$ cat src/rtl/multi_player_score_tracker_pkg.sv
// Purpose: shared types and constants for the multi-player score tracker.
// Latency: n/a (types, constants and a width helper only).
// Backpressure: n/a.
package score_pkg;

    typedef enum logic [1:0] {
        ST_IDLE = 2'd0,
        ST_AIM  = 2'd1,
        ST_ROLL = 2'd2,
        ST_OVER = 2'd3
    } state_t;

    localparam int SCORE_W_DEF = 4;
    localparam int MAX_PLAYERS = 8;

    // Player index width; one bit minimum so a 2-player build still has a port.
    function automatic int playerWidth(input int n);
        return (n <= 2) ? 1 : $clog2(n);
    endfunction

endpackage

$ cat src/rtl/multi_player_score_tracker_if.sv
// Purpose: event pulses in, scores/turn/winner out, for the score tracker.
// Latency: n/a (signal bundle only).
// Backpressure: none; every pulse is sampled on the cycle it is high.
interface multi_player_score_tracker_if
    import score_pkg::*;
#(
    parameter int NUM_PLAYERS = 2,
    parameter int SCORE_W     = SCORE_W_DEF
) ();
    localparam int PW = playerWidth(NUM_PLAYERS);

    logic                                  startGame;
    logic                                  shotFired;
    logic                                  ballsStopped;
    logic                                  increaseScore;
    logic                                  decreaseScore;
    logic [PW-1:0]                         currentPlayer;
    logic [NUM_PLAYERS-1:0][SCORE_W-1:0]   scores;
    logic                                  turnChanged;
    logic                                  gameOver;
    logic [PW-1:0]                         winner;

    // Game-event source (collision logic / bench).
    modport master (
        output startGame, shotFired, ballsStopped, increaseScore, decreaseScore,
        input  currentPlayer, scores, turnChanged, gameOver, winner
    );

    // Tracker side.
    modport slave (
        input  startGame, shotFired, ballsStopped, increaseScore, decreaseScore,
        output currentPlayer, scores, turnChanged, gameOver, winner
    );
endinterface

$ cat src/rtl/multi_player_score_tracker_score_cell.sv
// Purpose: one player's saturating up/down score counter with synchronous clear.
// Latency: 1 cycle from clear/inc/dec to score; scoreNext is the combinational look-ahead.
// Backpressure: none; inc/dec accepted every cycle.
module score_cell #(
    parameter int SCORE_W = 4
) (
    input  logic               clk,
    input  logic               resetN,
    input  logic               clear,
    input  logic               inc,
    input  logic               dec,
    output logic [SCORE_W-1:0] score,
    output logic [SCORE_W-1:0] scoreNext
);
    localparam logic [SCORE_W-1:0] MAX_SCORE = '1;

    // Next value: clear wins, inc+dec together cancel, saturate at both ends.
    always_comb begin
        scoreNext = score;
        if (clear)
            scoreNext = '0;
        else if (inc && !dec && score != MAX_SCORE)
            scoreNext = score + SCORE_W'(1);
        else if (dec && !inc && score != '0)
            scoreNext = score - SCORE_W'(1);
    end

    // Score register.
    always_ff @(posedge clk or negedge resetN) begin
        if (!resetN)
            score <= '0;
        else
            score <= scoreNext;
    end
endmodule

$ cat src/rtl/multi_player_score_tracker.sv
// Purpose: per-player scores, turn rotation and winner detection; FOUL_PENALTY_EN gives the next player a point on a foul.
// Latency: 1 cycle from any event pulse to the registered outputs.
// Backpressure: none; pulses in the wrong state are dropped, startGame always wins.
module multi_player_score_tracker
    import score_pkg::*;
#(
    parameter int NUM_PLAYERS  = 2,
    parameter int SCORE_W      = SCORE_W_DEF,
    parameter int TARGET_SCORE = 7
) (
    input  logic                          clk,
    input  logic                          resetN,
    multi_player_score_tracker_if.slave   bus
);
    localparam int PW = playerWidth(NUM_PLAYERS);
    localparam logic [SCORE_W-1:0] TARGET   = SCORE_W'(TARGET_SCORE);
    localparam logic [PW-1:0]      LAST_IDX = PW'(NUM_PLAYERS - 1);

    state_t                              state;
    logic [PW-1:0]                       curPlayer;
    logic [PW-1:0]                       nextPlayer;
    logic [PW-1:0]                       winIdx;
    logic                                hasWin;
    logic                                potted;
    logic                                foul;
    logic                                pottedNow;
    logic                                foulNow;
    logic                                inRoll;
    logic [NUM_PLAYERS-1:0]              incVec;
    logic [NUM_PLAYERS-1:0]              decVec;
    logic [NUM_PLAYERS-1:0][SCORE_W-1:0] scoreVec;
    logic [NUM_PLAYERS-1:0][SCORE_W-1:0] nextScores;

    assign inRoll     = (state == ST_ROLL);
    assign nextPlayer = (curPlayer == LAST_IDX) ? '0 : curPlayer + PW'(1);
    // Flags including this cycle's pulses, so an event coincident with
    // ballsStopped counts toward the end-of-shot decision.
    assign pottedNow  = potted | bus.increaseScore;
    assign foulNow    = foul   | bus.decreaseScore;

    // Route score events to the shooter's counter (and the foul penalty, if built in).
    always_comb begin
        incVec = '0;
        decVec = '0;
        if (inRoll) begin
            incVec[curPlayer] = bus.increaseScore;
            decVec[curPlayer] = bus.decreaseScore;
`ifdef FOUL_PENALTY_EN
            if (bus.ballsStopped && foulNow)
                incVec[nextPlayer] = 1'b1;
`endif
        end
    end

    genvar g;
    generate
        for (g = 0; g < NUM_PLAYERS; g++) begin : gen_cell
            score_cell #(.SCORE_W(SCORE_W)) u_cell (
                .clk       (clk),
                .resetN    (resetN),
                .clear     (bus.startGame),
                .inc       (incVec[g]),
                .dec       (decVec[g]),
                .score     (scoreVec[g]),
                .scoreNext (nextScores[g])
            );
        end
    endgenerate

    // Lowest-indexed player whose post-event score reaches the target.
    always_comb begin
        hasWin = 1'b0;
        winIdx = '0;
        for (int i = NUM_PLAYERS - 1; i >= 0; i--) begin
            if (nextScores[i] >= TARGET) begin
                hasWin = 1'b1;
                winIdx = PW'(i);
            end
        end
    end

    // Game FSM with registered turn/winner outputs and per-shot flags.
    always_ff @(posedge clk or negedge resetN) begin
        if (!resetN) begin
            state       <= ST_IDLE;
            curPlayer   <= '0;
            bus.winner  <= '0;
            bus.turnChanged <= 1'b0;
            bus.gameOver    <= 1'b0;
            potted      <= 1'b0;
            foul        <= 1'b0;
        end else begin
            bus.turnChanged <= 1'b0;
            if (bus.startGame) begin
                state        <= ST_AIM;
                curPlayer    <= '0;
                bus.winner   <= '0;
                bus.gameOver <= 1'b0;
                potted       <= 1'b0;
                foul         <= 1'b0;
            end else begin
                case (state)
                    ST_AIM: begin
                        if (bus.shotFired) begin
                            state  <= ST_ROLL;
                            potted <= 1'b0;
                            foul   <= 1'b0;
                        end
                    end
                    ST_ROLL: begin
                        potted <= pottedNow;
                        foul   <= foulNow;
                        if (bus.ballsStopped) begin
                            if (hasWin) begin
                                state        <= ST_OVER;
                                bus.gameOver <= 1'b1;
                                bus.winner   <= winIdx;
                            end else begin
                                state <= ST_AIM;
                                if (foulNow || !pottedNow) begin
                                    curPlayer       <= nextPlayer;
                                    bus.turnChanged <= 1'b1;
                                end
                            end
                        end
                    end
                    default: ;
                endcase
            end
        end
    end

    assign bus.currentPlayer = curPlayer;
    assign bus.scores        = scoreVec;
endmodule

$ cat src/flat_wrapper.sv
// flat-port wrapper written by rule: the top's interface ports become plain ports
module multi_player_score_tracker_flat import score_pkg::*;
#(
    parameter int NUM_PLAYERS  = 2,
    parameter int SCORE_W      = SCORE_W_DEF,
    parameter int TARGET_SCORE = 7
)
  (clk, resetN, bus_startGame, bus_shotFired, bus_ballsStopped, bus_increaseScore, bus_decreaseScore, bus_currentPlayer, bus_scores, bus_turnChanged, bus_gameOver, bus_winner);
  multi_player_score_tracker_if #(.NUM_PLAYERS(NUM_PLAYERS), .SCORE_W(SCORE_W)) bus_i ();
  input  logic clk;
  input  logic resetN;
  input wire logic [$bits(bus_i.startGame)-1:0] bus_startGame;
  input wire logic [$bits(bus_i.shotFired)-1:0] bus_shotFired;
  input wire logic [$bits(bus_i.ballsStopped)-1:0] bus_ballsStopped;
  input wire logic [$bits(bus_i.increaseScore)-1:0] bus_increaseScore;
  input wire logic [$bits(bus_i.decreaseScore)-1:0] bus_decreaseScore;
  output wire logic [$bits(bus_i.currentPlayer)-1:0] bus_currentPlayer;
  output wire logic [$bits(bus_i.scores)-1:0] bus_scores;
  output wire logic [$bits(bus_i.turnChanged)-1:0] bus_turnChanged;
  output wire logic [$bits(bus_i.gameOver)-1:0] bus_gameOver;
  output wire logic [$bits(bus_i.winner)-1:0] bus_winner;
  assign bus_i.startGame = bus_startGame;
  assign bus_i.shotFired = bus_shotFired;
  assign bus_i.ballsStopped = bus_ballsStopped;
  assign bus_i.increaseScore = bus_increaseScore;
  assign bus_i.decreaseScore = bus_decreaseScore;
  assign bus_currentPlayer = bus_i.currentPlayer;
  assign bus_scores = bus_i.scores;
  assign bus_turnChanged = bus_i.turnChanged;
  assign bus_gameOver = bus_i.gameOver;
  assign bus_winner = bus_i.winner;
  multi_player_score_tracker #(.NUM_PLAYERS(NUM_PLAYERS), .SCORE_W(SCORE_W), .TARGET_SCORE(TARGET_SCORE)) u_core (.clk(clk), .resetN(resetN), .bus(bus_i));
endmodule
$ cat config.mk
export PLATFORM = sky130hd
export DESIGN_NAME = multi_player_score_tracker_flat
export DESIGN_NICKNAME = d
export VERILOG_FILES = /design/src/rtl/multi_player_score_tracker_pkg.sv /design/src/rtl/multi_player_score_tracker_if.sv /design/src/rtl/multi_player_score_tracker_score_cell.sv /design/src/rtl/multi_player_score_tracker.sv /design/src/flat_wrapper.sv
export SDC_FILE = /design/constraint.sdc
export NUM_CORES = 1
export LEC_CHECK = 0
export CORE_MARGIN = 8
export CORE_UTILIZATION = 30
export DETAILED_ROUTE_END_ITERATION = 6
export PLACE_DENSITY = 0.49
export SLEW_MARGIN = 0
export SYNTH_ARGS = -nofsm -noshare
export SYNTH_HDL_FRONTEND = slang
export SYNTH_HIERARCHICAL = 1
export SYNTH_SLANG_ARGS = --single-unit
$ cat constraint.sdc
create_clock -name clk -period 3.7 [get_ports clk]
set_clock_uncertainty 0.1 [all_clocks]
set_input_delay 0.555 -clock clk [delete_from_list [all_inputs] [get_ports clk]]
set_output_delay 0.555 -clock clk [all_outputs]
set_load 0.005 [all_outputs]
==> results.md <==
- Crit-path slowest cell: clkdlybuf4s50_1
- Die width: 77.8 µm
- Hold_sp: u_core/bus.gameOver$_DFFE_PN0P_
- Final hold vios: 0
- Internal power: 0.331 mW
- Status: finished clean
- Ys flop type: dfrtp_1
- Die height: 77.8 µm
- Avg Cell Area, Syn: 9.56 µm²
- Insertion delay to the later sink of the worst-skew pair: 0.25 ns
- Worst Path Arrival: approximately 3.1 ns
- Vias in the first global route: roughly 1.0k
- NetSw: 0.128 mW
- Port bufs: 18
- Clock power share: 0.342
- Max Cap Viol: 0
- Core ar.: around 3700 µm²
- Worst Tran Pin Value: 0.750 ns
- N_diodes: 0
- Number of iterations in the first detailed-routing pass: 4
- Peak supply drop: 0.201 mV
- Register area share after synthesis: 0.349
- Clock Root Buffer: clkbuf_8
- List of most frequent post-synthesis cells: dfrtp_1 (16), nor2_1 (16), o21ai_0 (11), a21oi_1 (7), inv_1 (7)
- Row count: 22
- Routed length per instance: about 15 µm
- Combinational Power Share: 0.226
- Setup TNS: 0 ns
- Net Sw Frac: 0.278
- Crit start category: primary input
- LEAKAGE: 0.545 nW
- Boundary Pins: 19
- Global-route wire length before repair: 4810 µm
- Hold crit path type: reg2reg
- Sequential Power Share: 0.432
- Crit path max fanout: 4
- # resized after CTS: 0
- Critical-path cell list: clkdlybuf4s50_1 -> and3_2 -> and2b_2 -> nand2_2 -> a2bb2oi_2 -> mux2_4 -> a31oi_2 -> nand4_4 -> or3_1 -> a21oi_1
- Final setup viols: 0
- Max Slew Vio Count: 0
- Post-Synthesis Cells: 120
- RSZ-0062 raised after global routing: false
- Min Tclk post-route: 3.03 ns
- Post CTS Setup Buffer Count: 0
- Final nets: around 150
- Post-route worst setup slack: around 0.67 ns
- Total routed wirelength: 2730 µm
- CTS Sinks: 16
- H-Tree Depth: 1
- PwrDens: between 300 and 400 nW/µm²
- Global route overflow: 0
- TritonCTS buffer count: 3
- Clock-pin transition on the worst setup and hold timing paths: 0.06 ns
- Max Root-Sink Buffers: 2
- Ys async rst share: 1.00
- Mapped Area: 1150 µm²
- Post-synth top area share: 0.349
- Overall Global Routing Usage: 0.0953
- EDFF count, synth: 0
- Vias per cell: 5.08
- CTS tree: done
- Hpwl dp: 2110 µm
- DIE AREA: 6060 µm²
- Starting Density: 0.313
- Post-synth cell types: 32
- Worst path max stage delay: between 0.5 and 0.6 ns
- Setup Crit Path Kind: in2reg
- Number of synthesized register bits: 16
- Mapped Nets: 131
- Worst R2R Start: u_core/state[0]$_DFFE_PN0P_
- Dpl ws: 0.435 ns
- Syn-to-layout area delta: 23.3%
- Gpl congestion: 0.732
- Leading area contributor after synthesis: dfrtp_1
- Post-DRT Antenna Nets: 0
- 1st-iter DRT viols: 37
- Initial antenna violation count: 0
- Max-Slew Margin vs Limit: 0.499
- Fin crit share: 0.819
- Synth warnings: 6
- Residual DRC: 0
- FMAX: 330 MHz
- DR vias: 950
- Share of cells above drive strength 1: 0.187
- Cell types occupying the most area after synthesis: dfrtp_1 (35%), a2bb2oi_2 (5.2%), nor2_1 (5.2%), o21ai_0 (4.8%), ha_1 (4.4%)
- Largest net degree at the start of global routing: 19
- Post-CTS Hold Fix Bufs: 0
- Worst endpoint required time: 3.76 ns
- CP Capture Type: flip-flop
- Setup crit start: bus_decreaseScore
-- stage by stage --
stage          cells  instance area, µm²  total power, mW  utilization  hold WS, ns
2_1_floorplan    120                1150            0.264            -        0.159
3_3_place_gp     183                1360            0.303        0.371        0.392
3_5_place_dp     183                1360            0.304        0.371        0.403
4_1_cts          187                1420            0.464        0.387        0.418
5_1_grt          187                1420            0.486        0.387        0.467
6_report         187                1420            0.459        0.387        0.409
-- sequential cells by signal (all words and copies together), names as in the netlist --
signal and count:
u_core/potted 1, u_core/state 2, u_core/bus.turnChanged 1, u_core/foul 1, u_core/bus.gameOver 1, u_core/bus.winner 1
u_core/gen_cell.u_cell/score 8, u_core/bus.currentPlayer 1
-- cell type report --
| class | instances | area (µm²) |
|---|---|---|
| fill | 390 | 2250 |
| multi-input combinational | 94 | 693 |
| sequential | 16 | 400 |
| timing repair buffer | 18 | 180 |
| tap | 48 | 60.1 |
| clock buffer | 4 | 55.1 |
| inverter | 7 | 26.3 |
-- power by group through the flow --
stage / clock [mW] / sequential, mW / combinational, mW
after floorplan: 0 / 0.199 / 0.0650
after global placement: 0 / 0.201 / 0.101
after detailed placement: 0 / 0.202 / 0.102
after CTS: 0.162 / 0.198 / 0.103
after global routing: 0.170 / 0.200 / 0.116
final: 0.157 / 0.198 / 0.104
-- cell usage in the layout, fill, tap and decap left out, drive strengths merged --
cell type	instances
o22ai	1
clkdlybuf4s50	18
inv	7
mux2i	2
a21oi	7
nand4	1
clkbuf	4
o21ai	11
nand2	7
nand3	6
nor2	16
and3b	2
or3	1
a2bb2oi	4
xnor2	2
a311oi	2
nor3b	2
a31oi	2
dfrtp	16
nor3	6
and2b	2
mux2	2
ha	4
nand3b	1
nand2b	3
nor2b	6
a221oi	2
and3	2
-- cell families (layout without fill, tap and decap cells) --
group	count (synthesis)	count (layout)	synth area share
muxes	4	4	0.0436
and+or+nand+nor	55	55	0.305
DFF	16	16	0.349
adders and majority gates	4	4	0.0436
buffers and inverters	10	29	0.0469
xor gates and xnor gates	2	2	0.0153
AOI/OAI and AO/OA	29	29	0.196
-- layer usage --
layer / track usage / vias up / wire, µm
met5: 0 / - / 0
met4: 0.0302 / 0 / 12
met3: 0.0196 / 2 / 90
met2: 0.175 / 14 / 1420
met1: 0.106 / 473 / 1200
li1: - / 461 / -
-- critical path, delay by kind of cell --
kind | cells | cell delay, ns
AO/OA/AOI/OAI | 3 | 0.61
buffers and inverters | 1 | 0.52
AND/OR/NAND/NOR | 5 | 1.08
multiplexers | 1 | 0.33
-- path summary, 6_finish.rpt --
| kind | endpoint | slack, ns | depth (start not counted) |
|---|---|---|---|
| worst max register to register | u_core/bus.currentPlayer$_DFFE_PN0P_ | 0.80 | 10 |
| worst min-delay path | u_core/bus.gameOver$_DFFE_PN0P_ | 0.41 | 2 |
| worst max-delay path | u_core/bus.currentPlayer$_DFFE_PN0P_ | 0.67 | 10 |
| min in group asynchronous | u_core/foul$_DFFE_PN0P_ | 0.65 | 1 |
| worst min register to register | u_core/bus.gameOver$_DFFE_PN0P_ | 0.41 | 2 |
| max in group asynchronous | u_core/gen_cell[1].u_cell/score[0]$_DFF_PN0_ | 2.38 | 1 |
No activity file was read; power rests on OpenSTA's default activity.
